## src/rtl/lmdpl_pkg.sv

```systemverilog
// Shared definitions for the LMDPL evaluation sequencer: FSM state
// encoding, default evaluation length and eval-counter sizing.
package lmdpl_pkg;

  typedef enum logic [1:0] {
    IDLE  = 2'd0,
    PRECH = 2'd1,
    EVAL  = 2'd2,
    DONE  = 2'd3
  } state_t;

  // Number of evaluation cycles that follow the single precharge cycle.
  localparam int unsigned EVAL_CYCLES_DEFAULT = 3;

  // Eval counter is wide enough for the legal range 1..15.
  localparam int unsigned EVAL_CNT_W = 4;

  // Value loaded into the eval counter on PRECH -> EVAL.
  function automatic logic [EVAL_CNT_W-1:0] eval_load(input int unsigned cycles);
    return EVAL_CNT_W'(cycles - 1);
  endfunction

endpackage

```

## src/rtl/lmdpl_eval_sequencer.sv

```systemverilog
// Sequences one masked LMDPL gate evaluation per accepted operand pair:
// latch operands and PRNG masks, precharge for one cycle, evaluate for
// EVAL_CYCLES cycles, capture the masked result and hold it until taken.
module lmdpl_eval_sequencer
  import lmdpl_pkg::*;
#(
  parameter int unsigned EVAL_CYCLES = EVAL_CYCLES_DEFAULT,
  parameter int unsigned CNT_W       = 16
) (
  input  logic             clk,
  input  logic             rst_n,
  input  logic             in_valid,
  output logic             in_ready,
  input  logic             in0_data,
  input  logic             in1_data,
  input  logic [31:0]      prng_in,
  output logic             gate_in0,
  output logic             gate_in1,
  output logic             m_in0,
  output logic             m_in1,
  output logic             m_out,
  output logic             precharge,
  input  logic             gate_out,
  output logic             out_valid,
  input  logic             out_ready,
  output logic             out_data,
  output logic             out_masked,
  output logic             out_mask,
  output logic [CNT_W-1:0] txn_count
);

  localparam logic [EVAL_CNT_W-1:0] LP_EVAL_LOAD = eval_load(EVAL_CYCLES);

  state_t                r_state;
  state_t                w_state_nxt;
  logic [EVAL_CNT_W-1:0] r_eval_cnt;
  logic                  r_precharge;
  logic                  r_gate_in0;
  logic                  r_gate_in1;
  logic                  r_m_in0;
  logic                  r_m_in1;
  logic                  r_m_out;
  logic                  r_out_masked;
  logic                  r_out_mask;
  logic [CNT_W-1:0]      r_txn_count;

  logic                  w_accept;
  logic                  w_load_eval;
  logic                  w_capture;
  logic                  w_retire;

  // Only the low three PRNG bits are used as masks.
  logic                  w_prng_unused;
  assign w_prng_unused = ^prng_in[31:3];

  // State register.
  always_ff @(posedge clk or negedge rst_n) begin
    if (!rst_n) begin
      r_state <= IDLE;
    end else begin
      r_state <= w_state_nxt;
    end
  end

  // Next-state decode and per-state datapath strobes.
  always_comb begin
    w_state_nxt = r_state;
    w_accept    = 1'b0;
    w_load_eval = 1'b0;
    w_capture   = 1'b0;
    w_retire    = 1'b0;
    case (r_state)
      IDLE: begin
        if (in_valid) begin
          w_accept    = 1'b1;
          w_state_nxt = PRECH;
        end
      end
      PRECH: begin
        w_load_eval = 1'b1;
        w_state_nxt = EVAL;
      end
      EVAL: begin
        if (r_eval_cnt == '0) begin
          w_capture   = 1'b1;
          w_state_nxt = DONE;
        end
      end
      DONE: begin
        if (out_ready) begin
          w_retire    = 1'b1;
          w_state_nxt = IDLE;
        end
      end
      default: w_state_nxt = IDLE;
    endcase
  end

  // Precharge strobe is registered off the next state so the gate sees a
  // glitch-free pulse aligned exactly with the PRECH cycle.
  always_ff @(posedge clk or negedge rst_n) begin
    if (!rst_n) begin
      r_precharge <= 1'b0;
    end else begin
      r_precharge <= (w_state_nxt == PRECH);
    end
  end

  // Evaluation cycle counter.
  always_ff @(posedge clk or negedge rst_n) begin
    if (!rst_n) begin
      r_eval_cnt <= '0;
    end else if (w_load_eval) begin
      r_eval_cnt <= LP_EVAL_LOAD;
    end else if (r_state == EVAL && r_eval_cnt != '0) begin
      r_eval_cnt <= r_eval_cnt - 1'b1;
    end
  end

  // Operand and mask capture; held from accept until the next accept.
  always_ff @(posedge clk or negedge rst_n) begin
    if (!rst_n) begin
      r_gate_in0 <= 1'b0;
      r_gate_in1 <= 1'b0;
      r_m_in0    <= 1'b0;
      r_m_in1    <= 1'b0;
      r_m_out    <= 1'b0;
    end else if (w_accept) begin
      r_gate_in0 <= in0_data;
      r_gate_in1 <= in1_data;
      r_m_in0    <= prng_in[0];
      r_m_in1    <= prng_in[1];
      r_m_out    <= prng_in[2];
    end
  end

  // Result capture at the end of evaluation.
  always_ff @(posedge clk or negedge rst_n) begin
    if (!rst_n) begin
      r_out_masked <= 1'b0;
      r_out_mask   <= 1'b0;
    end else if (w_capture) begin
      r_out_masked <= gate_out;
      r_out_mask   <= r_m_out;
    end
  end

  // Completed-transaction counter, counted on consumer handshake.
  always_ff @(posedge clk or negedge rst_n) begin
    if (!rst_n) begin
      r_txn_count <= '0;
    end else if (w_retire) begin
      r_txn_count <= r_txn_count + CNT_W'(1);
    end
  end

  assign in_ready   = (r_state == IDLE);
  assign out_valid  = (r_state == DONE);
  assign precharge  = r_precharge;
  assign gate_in0   = r_gate_in0;
  assign gate_in1   = r_gate_in1;
  assign m_in0      = r_m_in0;
  assign m_in1      = r_m_in1;
  assign m_out      = r_m_out;
  assign out_masked = r_out_masked;
  assign out_mask   = r_out_mask;
  assign out_data   = r_out_masked ^ r_out_mask;
  assign txn_count  = r_txn_count;

endmodule
```

## config.mk

```make
export PLATFORM = sky130hd
export DESIGN_NAME = lmdpl_eval_sequencer
export DESIGN_NICKNAME = d
export VERILOG_FILES = /design/src/rtl/lmdpl_pkg.sv /design/src/rtl/lmdpl_eval_sequencer.sv
export SDC_FILE = /design/constraint.sdc
export NUM_CORES = 1
export LEC_CHECK = 0
export BUFFER_PORTS_ARGS = -buffer_cell sky130_fd_sc_hd__buf_2
export CAP_MARGIN = 20
export CORE_AREA = 5 5 67 69
export DETAILED_ROUTE_END_ITERATION = 8
export DIE_AREA = 0 0 72 74
export HOLD_SLACK_MARGIN = 0.02
export PLACE_DENSITY = 0.65
export RECOVER_POWER = 25
export SETUP_SLACK_MARGIN = 0.2
export SLEW_MARGIN = 10
export SYNTH_ARGS = -nofsm -noshare
export SYNTH_HDL_FRONTEND = slang
export SYNTH_SLANG_ARGS = --single-unit
```

## constraint.sdc

```tcl
create_clock -name clk -period 3.51 [get_ports clk]
set_input_delay 0.5265 -clock clk [delete_from_list [all_inputs] [get_ports clk]]
set_output_delay 0.5265 -clock clk [all_outputs]
set_load 0.01 [all_outputs]
```

==> results.cfg <==
[yosys]
ys_ff_latch = 30
synthArstFlopShare_pct = 100
synth-compound-area-share_pct = 4.84
yosysSeqAreaShare_pct = 54.8
synth.distinct_cells = 30
synth_edf_count = 0
yosys.area_share.xor_xnor_pct = 10.2
ys.flop_type = dfrtp_1
synth_top_family_by_area = simple AND/OR/NAND/NOR gates
synth-simple-area-share_pct = 18.0
syn_area_um2 = 1370
synth_warnings = 0
synth_cells = 118
synthMuxAreaShare_pct = 6.58
synthAdderAreaFrac_pct = 2.74
syn-num-nets = 160
synth_area_per_cell_um2 = 11.6

[place]
dp_cells = 201
gp_congestion = 0.757
hpwlAfterDp_um = 2100
portBuffers = 36

[drt]
via_per_inst = 4.95
dr.pass1.iters = 4
dr.first_iter.drc_count = 40
ant_nets = 0
wl_um = 2730
wl_per_cell_um = 13.0
drcViolationCount = 0
via_count = 1035

[sta]
rsz0062_at_grt = no
slew_headroom_pct = -4.63
timing.final.crit_share_pct = 53.7
period_needed_ns = 1.89
hold_slack_ns = 0.484
worstMarginPinSlew_ns = 1.57
fmax_ghz = 0.530
hold_viol = 0
setup_viol_count_final = 0
tns_ns = 0
skew_ns = 0.00179
drv_slew = 31

[global_routing]
first_global_vias = 1106
grt_antenna_before_repair = 0
grt_pass1_wl_um = 4820
track_usage_pct = 11.6
grt_max_degree = 31
grt.overflow.total = 0

[floorplanning]
initial_core_util_pct = 35.5
core_um2 = 3860
rows = 23
ioPinCount = 66
die_x_um = 72
dieArea_um2 = 5330
die_h_um = 74

[cts]
clockBufferDepth = 2
cts_buffers = 5
holdBufCountCts = 0
post_cts_buffers = 0
cts_sinks = 30
htree_levels = 2
cts.repair.resized = 0
clockRootBuffer = clkbuf_8
cts_tree = done
clk_latency_ns = 0.27
clk_pin_slew_ns = 0.06

[cells_and_area]
ff_latch_area_um2 = 751
fillers = 384
multi_input_area_um2 = 581
layout_common_cells = buf_2, dfrtp_1, xnor2_1
diodes = 0
layout-drive-gt1-share_pct = 34.0
area_growth_pct = 23.1
final_cell_count_no_fill = 209
finalNetCount = 200
final_common_cell = buf_2

[setup_path]
slowest_delay_ns = 0.50
end_kind = flop
critPathKind = flop to flop
crit_path_start_kind = flop
crit_family = simple AND/OR/NAND/NOR gates
worst-endpoint-arrival_ns = 2.05
slowest_stage = nor3b_1
worstPathRequired_ns = 3.67
cp_max_fo = 5
worstPathCellList = inv_1 -> ha_1 -> nor3b_1 -> nand3b_1 -> mux2_2
path_buf_inv = 1

[pwr]
pwr-share-comb_pct = 33.2
p_int_uw = 806
swShare_pct = 35.4
power.switching_uw = 442
clkPwrFrac_pct = 22.2
seqPwrFrac_pct = 44.6
vdd_drop_max_mv = 0.375
power_density_nw_per_um2 = 740
leakage_nw = 0.839

[hold_path]
hold_class = input port to flop

[run]
maxCapViolCount = 1

[run_status]
status = finished, violations left
violations = capacitance limit, slew limit
cell type report:
cell class,count,share of cell area (%)
multi-input cells,79,34.4
clock inverters,1,0.297
clock buffers,7,5.12
flip-flops and latches,30,44.5
inverters,6,1.34
well taps,50,3.71
repair buffers,36,10.6
per-layer routing:
metal,global-route usage [%],part of all wire (%),vias to the layer above
met4,4.38,1.2,0
met1,14.0,42,499
met2,19.7,49,38
li1,-,-,496
met3,3.78,8.0,2
met5,0,0,-
Yosys cell counts (2+ instances only):
| master | n | area (µm²) |
|---|---|---|
| mux2_2 | 8 | 90.1 |
| nand4_1 | 3 | 18.8 |
| xor2_1 | 6 | 52.6 |
| inv_1 | 6 | 22.5 |
| a21oi_1 | 4 | 20.0 |
| ha_1 | 3 | 37.5 |
| and3_1 | 3 | 18.8 |
| and4_1 | 2 | 17.5 |
| o22ai_1 | 2 | 12.5 |
| nand2_1 | 7 | 26.3 |
| nor2_1 | 6 | 22.5 |
| dfrtp_1 | 30 | 751 |
| nor3_1 | 4 | 20.0 |
| and2_1 | 2 | 12.5 |
| o21ai_0 | 2 | 10.0 |
| xnor2_1 | 10 | 87.6 |
| nand3_1 | 5 | 25.0 |
| nor4_1 | 3 | 18.8 |
sequential cells by signal, indices dropped and copies added, names as in the netlist:
name        flops
txn_count      16
r_eval_cnt      4
r_state         2
gate_in0        1
gate_in1        1
m_in0           1
m_in1           1
m_out           1
out_mask        1
out_masked      1
precharge       1
power by group through the flow:
stage               registers [mW]  clock network (mW)  logic (mW)
finish                       0.556               0.277       0.415
global route                 0.576               0.305       0.468
CTS                          0.557               0.285       0.422
detailed placement           0.562                   0       0.422
global placement             0.554                   0       0.399
floorplan                    0.559                   0       0.270
stage by stage:
stage / utilization, % / cell area, µm² / total power, mW / setup WS, ns
finish: 43.7 / 1690 / 1.25 / 1.62
CTS: 43.8 / 1690 / 1.26 / 1.65
detailed placement: 41.4 / 1600 / 0.984 / 1.64
global placement: 41.4 / 1600 / 0.953 / 1.69
global route: 43.7 / 1690 / 1.35 / 1.49
floorplan: - / 1370 / 0.829 / 1.90
logic make-up after synthesis:
group | Yosys count
flip-flops | 30
XOR/XNOR | 16
buffers and inverters | 9
AND/OR/NAND/NOR | 41
multiplexers | 8
adder cells (fa/ha/maj) | 3
AO/OA/AOI/OAI | 11
worst register-to-register path, delay by kind of cell (launching register included):
family | cells | cell delay [ns]
buffers and inverters | 1 | 0.11
adders and majority gates | 1 | 0.18
muxes | 1 | 0.32
DFF | 1 | 0.42
and+or+nand+nor | 2 | 0.74
path summary, 6_finish.rpt:
path                       cells after the start                        end  slack (ns)                       from
max in group asynchronous                      1  txn_count[11]$_DFFE_PN0P_        1.96                      rst_n
min reg2reg                                    1  txn_count[15]$_DFFE_PN0P_        0.49  txn_count[15]$_DFFE_PN0P_
max                                            5       out_mask$_DFFE_PN0P_        1.62  r_eval_cnt[0]$_DFFE_PN0P_
max reg2reg                                    5       out_mask$_DFFE_PN0P_        1.62  r_eval_cnt[0]$_DFFE_PN0P_
min                                            2       gate_in1$_DFFE_PN0P_        0.48                   in1_data
min in group asynchronous                      1  txn_count[13]$_DFFE_PN0P_        0.64                      rst_n
(Power assumes the default switching activity.)
